===== config.mk =====
export PLATFORM = sky130hd
export DESIGN_NAME = wb_pad_ctrl
export DESIGN_NICKNAME = d
export VERILOG_FILES = /design/src/rtl/wb_pad_pkg.sv /design/src/rtl/wb_pad_ctrl_pad_sync_edge.sv /design/src/rtl/wb_pad_ctrl.sv
export SDC_FILE = /design/constraint.sdc
export NUM_CORES = 1
export LEC_CHECK = 0
export ABC_AREA = 1
export CORE_ASPECT_RATIO = 1.2
export CORE_MARGIN = 4
export CORE_UTILIZATION = 35
export CTS_CLUSTER_DIAMETER = 120
export CTS_CLUSTER_SIZE = 8
export DETAILED_ROUTE_END_ITERATION = 6
export DONT_BUFFER_PORTS = 1
export PLACE_DENSITY = 0.6
export SYNTH_ARGS = -nofsm -noshare
export SYNTH_HDL_FRONTEND = slang
export SYNTH_SLANG_ARGS = --single-unit

===== constraint.sdc =====
create_clock -name wb_clk_i -period 3.16 [get_ports wb_clk_i]
set_clock_uncertainty 0.1 [all_clocks]
set_input_delay 0.158 -clock wb_clk_i [delete_from_list [all_inputs] [get_ports wb_clk_i]]
set_output_delay 0.158 -clock wb_clk_i [all_outputs]
set_load 0.01 [all_outputs]

===== src/rtl/wb_pad_pkg.sv =====
// Shared definitions for the Wishbone pad controller: register map,
// decode window and the full-width pad vector type.
package wb_pad_pkg;

  // Register indices; the byte offset of a register is index * 8.
  localparam logic [2:0] REG_SEL    = 3'd0;
  localparam logic [2:0] REG_OUT    = 3'd1;
  localparam logic [2:0] REG_OE     = 3'd2;
  localparam logic [2:0] REG_IN     = 3'd3;
  localparam logic [2:0] REG_RISE   = 3'd4;
  localparam logic [2:0] REG_IRQ_EN = 3'd5;

  // Decoded window, and the first offset past the last register.
  localparam logic [31:0] WINDOW_SIZE  = 32'h0000_0040;
  localparam logic [5:0]  MAPPED_LIMIT = 6'h30;

  // Every register is held at the maximum pad count.
  typedef logic [63:0] pad_vec_t;

  // Byte-lane write merge: bits under mask take the new value.
  function automatic pad_vec_t merge_bytes(input pad_vec_t old_v,
                                           input pad_vec_t new_v,
                                           input pad_vec_t mask);
    return (old_v & ~mask) | (new_v & mask);
  endfunction

endpackage


===== src/rtl/wb_pad_ctrl_pad_sync_edge.sv =====
// Pad input synchroniser with one extra delay stage and rising-edge
// detect. Edges are suppressed until the chain has filled after reset,
// so pads that are already high at reset release do not report a rise.
module pad_sync_edge #(
  parameter int WIDTH       = 38,
  parameter int SYNC_STAGES = 2
) (
  input  logic             clk,
  input  logic             rst_n,
  input  logic [WIDTH-1:0] d,
  output logic [WIDTH-1:0] q,
  output logic [WIDTH-1:0] rise
);

  localparam int ARM_COUNT = SYNC_STAGES + 1;
  localparam int CW        = $clog2(ARM_COUNT + 1);

  logic [SYNC_STAGES-1:0][WIDTH-1:0] sync_q;
  logic [WIDTH-1:0]                  prev_q;
  logic [CW-1:0]                     arm_cnt_q;
  logic                              armed;

  assign armed = (arm_cnt_q == CW'(ARM_COUNT));
  assign q     = sync_q[SYNC_STAGES-1];
  assign rise  = q & ~prev_q & {WIDTH{armed}};

  // Shift pad inputs through the chain and count off the arming delay.
  always_ff @(posedge clk or negedge rst_n) begin
    // NOTE: the chain is reset because its contents are visible through IN
    // and feed edge detection; a don't-care start would read back garbage.
    if (!rst_n) begin
      sync_q    <= '0;
      prev_q    <= '0;
      arm_cnt_q <= '0;
    end else begin
      // NOTE: non-blocking assignments let every stage sample the old value
      // of its neighbour, which is what makes this a shift register.
      sync_q <= {sync_q[SYNC_STAGES-2:0], d};
      prev_q <= q;
      if (!armed) arm_cnt_q <= arm_cnt_q + CW'(1);
    end
  end

endmodule


===== src/rtl/wb_pad_ctrl.sv =====
// Wishbone-controlled pad multiplexer. Each pad can be taken from the core
// and handed to software GPIO with synchronised readback, sticky rising-edge
// flags and a maskable level interrupt.
module wb_pad_ctrl
  import wb_pad_pkg::*;
#(
  parameter int          NUM_PADS    = 38,
  parameter logic [31:0] BASE_ADDR   = 32'h3000_0000,
  parameter int          SYNC_STAGES = 2
) (
  input  logic                wb_clk_i,
  input  logic                wb_rst_ni,
  input  logic                wbs_cyc_i,
  input  logic                wbs_stb_i,
  input  logic                wbs_we_i,
  input  logic [3:0]          wbs_sel_i,
  input  logic [31:0]         wbs_adr_i,
  input  logic [31:0]         wbs_dat_i,
  output logic                wbs_ack_o,
  output logic [31:0]         wbs_dat_o,
  input  logic [NUM_PADS-1:0] core_out,
  input  logic [NUM_PADS-1:0] core_oeb,
  output logic [NUM_PADS-1:0] core_in,
  input  logic [NUM_PADS-1:0] io_in,
  output logic [NUM_PADS-1:0] io_out,
  output logic [NUM_PADS-1:0] io_oeb,
  output logic                irq_o
);

  localparam pad_vec_t PAD_MASK = {64{1'b1}} >> (64 - NUM_PADS);

  pad_vec_t sel_q, out_q, oe_q, rise_q, irq_en_q;
  pad_vec_t in_vec, rise_det, rd_vec, wr_mask, wr_data, rise_clr;
  logic [NUM_PADS-1:0] in_sync, rise_raw;
  logic [31:0] byte_mask, rd_word, dat_q;
  logic [5:0]  offset;
  logic [2:0]  reg_idx;
  logic        adr_hi, in_window, mapped, req, start, wr_en, ack_q, irq_q;
  logic        unused_adr;

  pad_sync_edge #(.WIDTH(NUM_PADS), .SYNC_STAGES(SYNC_STAGES)) u_sync (
    .clk   (wb_clk_i),
    .rst_n (wb_rst_ni),
    .d     (io_in),
    .q     (in_sync),
    .rise  (rise_raw)
  );

  // Address decode: the whole 64-byte window acks, only 0x00..0x2F maps.
  assign offset     = wbs_adr_i[5:0];
  assign reg_idx    = offset[5:3];
  assign adr_hi     = offset[2];
  assign in_window  = ((wbs_adr_i ^ BASE_ADDR) & ~(WINDOW_SIZE - 32'd1)) == 32'd0;
  assign mapped     = offset < MAPPED_LIMIT;
  assign req        = wbs_cyc_i && wbs_stb_i && in_window;
  assign start      = req && !ack_q;
  assign wr_en      = start && wbs_we_i && mapped;
  assign unused_adr = ^wbs_adr_i[1:0];

  // Widen the synchronised inputs and place the write lanes in the right half.
  always_comb begin
    // NOTE: every always_comb output gets a default first so no path can
    // leave it unassigned and infer a latch.
    in_vec   = '0;
    rise_det = '0;
    in_vec[NUM_PADS-1:0]   = in_sync;
    rise_det[NUM_PADS-1:0] = rise_raw;
    for (int i = 0; i < 4; i++) byte_mask[i*8 +: 8] = {8{wbs_sel_i[i]}};
    wr_mask  = adr_hi ? {byte_mask, 32'h0} : {32'h0, byte_mask};
    wr_data  = {wbs_dat_i, wbs_dat_i};
    rise_clr = (wr_en && reg_idx == REG_RISE) ? (wr_data & wr_mask) : '0;
  end

  // Read mux for the addressed register half.
  always_comb begin
    rd_vec = '0;
    case (reg_idx)
      REG_SEL:    rd_vec = sel_q;
      REG_OUT:    rd_vec = out_q;
      REG_OE:     rd_vec = oe_q;
      REG_IN:     rd_vec = in_vec;
      REG_RISE:   rd_vec = rise_q;
      REG_IRQ_EN: rd_vec = irq_en_q;
      default:    rd_vec = '0;
    endcase
    rd_word = adr_hi ? rd_vec[63:32] : rd_vec[31:0];
  end

  // Register file; a new edge outranks a same-cycle W1C on RISE.
  always_ff @(posedge wb_clk_i or negedge wb_rst_ni) begin
    if (!wb_rst_ni) begin
      sel_q    <= '0;
      out_q    <= '0;
      oe_q     <= '0;
      rise_q   <= '0;
      irq_en_q <= '0;
      irq_q    <= 1'b0;
    end else begin
      if (wr_en && reg_idx == REG_SEL)
        sel_q <= merge_bytes(sel_q, wr_data, wr_mask) & PAD_MASK;
      if (wr_en && reg_idx == REG_OUT)
        out_q <= merge_bytes(out_q, wr_data, wr_mask) & PAD_MASK;
      if (wr_en && reg_idx == REG_OE)
        oe_q <= merge_bytes(oe_q, wr_data, wr_mask) & PAD_MASK;
      if (wr_en && reg_idx == REG_IRQ_EN)
        irq_en_q <= merge_bytes(irq_en_q, wr_data, wr_mask) & PAD_MASK;
      rise_q <= ((rise_q & ~rise_clr) | rise_det) & PAD_MASK;
      irq_q  <= |(rise_q & irq_en_q);
    end
  end

  // One-cycle ack with read data valid only alongside it.
  always_ff @(posedge wb_clk_i or negedge wb_rst_ni) begin
    if (!wb_rst_ni) begin
      ack_q <= 1'b0;
      dat_q <= '0;
    end else begin
      ack_q <= start;
      dat_q <= (start && !wbs_we_i) ? rd_word : '0;
    end
  end

  assign wbs_ack_o = ack_q;
  assign wbs_dat_o = dat_q;
  assign irq_o     = irq_q;

  // Pad mux: software-owned pads take OUT/OE, the rest pass the core through.
  assign io_out  = (sel_q[NUM_PADS-1:0] & out_q[NUM_PADS-1:0]) |
                   (~sel_q[NUM_PADS-1:0] & core_out);
  assign io_oeb  = (sel_q[NUM_PADS-1:0] & ~oe_q[NUM_PADS-1:0]) |
                   (~sel_q[NUM_PADS-1:0] & core_oeb);
  assign core_in = io_in;

endmodule


* Yosys cells after proc, flatten, opt, wreduce, memory -nomap -nowiden
Cells that the tools add are included.
** Storage, ports and cells
- Flip-flop bits (word level) :: 340
- Word-level logic and storage cells :: 67
- Bits in read-only memories :: 0
- Bits in writable memories :: 0
- Bits of input ports :: 187
- Latch bits :: 0
- Memories kept :: 0
- Output and inout port bits :: 148
** Cells by class
- Magnitude comparators :: 1
- $mul :: 0
- Shift operators :: 0
- Bitwise gates (word level) :: 26
- $add $sub $neg :: 1
- Divide/modulo/power cells :: 0
- Muxes and demuxes :: 5
- Reductions and logical operators :: 16
- Equality and inequality tests :: 6
** Operator list (number)
- $and A38 B38 Y38 :: 13
- $or A38 B38 Y38 :: 7
- $pmux W38 S6 :: 1
- $not A38 Y38 :: 5
- $mux W38 :: 2
- $mux W32 :: 2
- $reduce_or A64 Y1 :: 1
- $logic_not A32 Y1 :: 1
- $logic_and A1 B1 Y1 :: 11
- $eq A3 B2 Y1 const B :: 2
- $eq A3 B3 Y1 const B :: 2
- $lt A6 B6 Y1 const B :: 1
- $eq A3 B1 Y1 const B :: 1
- $logic_not A3 Y1 :: 1
- $add A2 B1 Y2 const B :: 1
- $eq A2 B2 Y1 const B :: 1
- $logic_not A1 Y1 :: 2
- $not A2 Y2 :: 1

* Depth between registers and ports, before layout
- Depth in word-level cells :: 11
- Gate-level depth with buffers :: 12
- Mapped depth without buffers :: 10

* Cells and area by module
A second synthesis with hierarchy kept.
** Second synthesis, totals
- Cell total of the unflattened synthesis :: 2069
- Area, all modules :: 16334.4 um2
** Modules (own cells, without submodules)
- wb_pad_ctrl :: cells each 1825, area an instance 12717.2 um2, times used 1, seq. area each 5605.4 um2
- pad_sync_edge :: cells each 244, area an instance 3617.2 um2, times used 1, seq. area each 2902.8 um2

* Least setup slack after synthesis
OpenSTA, ideal clock, no wires.
- Kind :: reg-to-reg
- Start :: register ack_q, in the netlist wbs_ack_o
- End :: register rise_q[32]
- Setup time :: 0.117 ns
- Cell stages (with the launch flop) :: 11
- Arrival time :: 1.374 ns
- Slack :: 1.569 ns
- Required time :: 2.943 ns
- Clock period less this slack :: 1.591 ns
- Path buffers :: 2
- Cell sequence :: dfrtp_1 > nor2_1 > nand3_1 > nor2_1 > nand2_1 > nor2_1 > buf_4 > buf_4 > nand4_1 > nand2_1 > nand2_1
** On the way
- Longest elaborated chain between the ends :: 9
** RTL lines
- start: declaration :: RTL line wb_pad_ctrl.sv:38 : logic adr_hi, in_window, mapped, req, start, wr_en, ack_q, irq_q;
- start signal: assignment :: RTL line wb_pad_ctrl.sv:118 : ack_q <= start;
- $logic_not A1 Y1 :: RTL line wb_pad_ctrl.sv:56 : assign start = req && !ack_q;
- $logic_and A1 B1 Y1 :: RTL line wb_pad_ctrl.sv:56
- $logic_and A1 B1 Y1 (2 in a row) :: RTL line wb_pad_ctrl.sv:57 : assign wr_en = start && wbs_we_i && mapped;
- $logic_and A1 B1 Y1 :: RTL line wb_pad_ctrl.sv:71 : rise_clr = (wr_en && reg_idx == REG_RISE) ? (wr_data & wr_mask) : '0;
- $mux W38 :: RTL line wb_pad_ctrl.sv:71
- $not A38 Y38 :: RTL line wb_pad_ctrl.sv:107 : rise_q <= ((rise_q & ~rise_clr) | rise_det) & PAD_MASK;
- $and A38 B38 Y38 :: RTL line wb_pad_ctrl.sv:107
- $or A38 B38 Y38 :: RTL line wb_pad_ctrl.sv:107
- end signal: assignment :: RTL line wb_pad_ctrl.sv:107
- end: declaration :: RTL line wb_pad_ctrl.sv:32 : pad_vec_t sel_q, out_q, oe_q, rise_q, irq_en_q;
Every way passes these cells.
A chain may end at the register's enable or synchronous reset.

==> impl_metrics.toml <==
[cells_and_area]
fin_nets = 2214
diodes = 0
areaGrowthSynthToFinish_pct = 16.2
final_cell_mix = "nand2_1, dfrtp_1, nand3_1"
fill_cells = 4467
instances_no_fill = 2637
final_common_cell = "nand2_1"
fin_util_pct = 41.1
layout-drive-gt1-share_pct = 6.11

[run_status]
violations = "hold timing"
outcome = "complete, but fails checks"

[timing]
rsz0062_at_grt = "false"
max_freq_mhz = 332
setup_viol_count_final = 0
fin_crit_sh_pct = 95.3
worst-slew-pin-transition_ns = 0.948
final_max_slew_viol_count = 0
worst_hold_slack_ns = -0.798
relSlewSlack_pct = 36.6
tns_ns = 0
post-route-min-period_ns = 3.01
fin_ws_ns = 0.150
hold_violations = 340

[clock_tree]
cts_resized = 0
h-tree-depth = 2
hold_buffers = 98
clock_latency_ns = 0.58
clock_tree.root_cell = "clkbuf_16"
cts_sinks = 340
cts_tree = "yes"
clk_pin_slew_ns = 0.05
cts.path.max_buffers = 3
cts_buffers = 48
postCtsSetupBuffers = 0

[worst_setup_path]
path_buf_inv = 4
r2r_start = "wbs_ack_o"
critical_path_class = "input pin to flop"
slowest_stage = "dlygate4sd3_1"
path_cells = "dlygate4sd3_1 > nand3_1 > dlygate4sd3_1 > nor2_4 > buf_12 > nand3_1 > nand2_1 > dlygate4sd3_1"
required_ns = 3.58
crit_start = "wbs_adr_i[4]"
cpMostUsedCell = "dlygate4sd3_1"
r2r_cells = 11
path_max_fanout = 28
cp.arrival_ns = 3.43
cp.depth = 8
crit_family = "buffers and inverters"
end_kind = "flop"
cp-start-kind = "input pin"
max_stage_delay_ns = 1.00

[detailed_routing]
wl_per_cell_um = 19.6
drc = 0
drt_wl_total_mm = 51.8
via_count = 13600
drt_first_pass_iters = 6
drtIter0Drc = 1099
via_per_inst = 5.14
ant_nets = 0

[place]
dp.cells = 2487
gp_congestion = 0.830
dp_hpwl_mm = 32.6
numPortBuffers = 0
dp_worst_setup_slack_ns = 0.876

[yosys]
syn_inst = 1978
synth_edf_count = 0
netlist_area_um2 = 15800
ys.warnings.count = 0
ys_seq_elements = 340
syn-num-nets = 2166
synthFlopType = "dfrtp_1"
avgSynthCellArea_um2 = 8.01
seq_area_frac_synth_pct = 53.7
async_reset_ff_share_pct = 100
yosys.cell_types.count = 30

[floorplan]
fp.dieH_um = 241
die_w_um = 202
io_pins = 335
core_area_um2 = 44800
initial_core_util_pct = 35.4
num_rows = 85
dieArea_um2 = 48700

[power_and_ir_drop]
powerDensity_nw_per_um2 = 521
leakagePower_nw = 9.30
ir_drop_uv = 382

[run]
cap_violations = 0

[hold_path]
hold_class = "input pin to asynchronous set/reset pin"

[global_route]
grt_pass1_vias = 13500
grt_usage_pct = 20.7
grt_max_degree = 341
grt_pass1_wl_mm = 78.9
grt_overflow = 0
antenna_found_initial = 3
worst paths after layout:
| check | end | slack, ns |
|---|---|---|
| worst max-delay path | flop | 0.15 |
| worst min-delay path | wbs_dat_o[19] | -0.80 |
| worst max register to register | flop | 0.44 |
| worst min register to register | u_sync.q[9] | 0.24 |
| max in group asynchronous | asynchronous set/reset pin | 3.17 |
| min in group wb_clk_i | u_sync.sync_q[12] | 0.04 |
per-layer routing:
layer	up-vias	share of wire [%]	track usage, %
met4	0	3.5	8.13
li1	6349	-	-
met2	567	48	33.9
met3	109	6.8	4.21
met1	6536	42	27.2
met5	-	0	0
layout make-up:
class / count / area (µm²) / share of cell area (%)
sequential: 340 / 8510 / 46.2
multi-input combinational: 1349 / 6010 / 32.7
timing repair buffer: 125 / 1230 / 6.70
clock buffer: 48 / 1200 / 6.53
tap: 609 / 762 / 4.14
inverter: 162 / 608 / 3.30
clock inverter: 4 / 75.1 / 0.408
synthesized netlist by cell type (2+ instances only):
cell type    n  area (µm²)
a21oi_1      5        25.0
a22o_1       3        26.3
buf_1        4        15.0
buf_2       36         180
buf_4       61         458
clkbuf_1    26        97.6
dfrtp_1    340        8510
inv_1      150         563
inv_2       11        41.3
nand2_1    772        2900
nand2_2      4        25.0
nand3_1    162         811
nand3_2      3        30.0
nand3b_1    12        90.1
nand4_1     77         482
nand4_2     16         200
nor2_1     150         563
nor3_1      19        95.1
nor3b_1      2        15.0
o2111ai_1    5        43.8
o21ai_0     93         465
o22ai_1     19         119
cell families (layout without fill, tap and decap cells):
| family | after synthesis | count (layout) | synth area share [%] |
|---|---|---|---|
| AOI/OAI and AO/OA | 128 | 128 | 4.50 |
| xor gates and xnor gates | 1 | 1 | 0.0553 |
| adders and majority gates | 1 | 1 | 0.0790 |
| buffers and inverters | 289 | 339 | 8.58 |
| DFF | 340 | 340 | 53.7 |
| muxes | 1 | 1 | 0.0711 |
| and+or+nand+nor | 1218 | 1218 | 33.0 |
stage by stage:
stage	area [µm²]	power, mW	hold slack, ns
2_1_floorplan	15800	4.86	-0.238
3_3_place_gp	16100	4.90	-0.222
3_5_place_dp	16100	4.91	-0.224
4_1_cts	18400	9.73	-0.838
5_1_grt	18400	9.96	-0.825
6_report	18400	9.59	-0.798
worst register-to-register path: stages (launching register included):
cell           delay [ns]
dfrtp_1              0.43
inv_1                0.10
nand2_1              0.05
nor2_1               0.08
nand2_1              0.06
nor2_1               0.12
nand3_2              0.25
nor2_4               0.46
buf_12               0.28
nand3_1              0.10
nand2_1              0.08
dlygate4sd3_1        0.53
power breakdown:
group	internal, mW	switching (mW)
clock network	2.75	1.86
logic	0.163	0.346
registers	4.44	0.0349
total	7.35	2.24
Note: power is estimated with default switching activity, not from simulation.
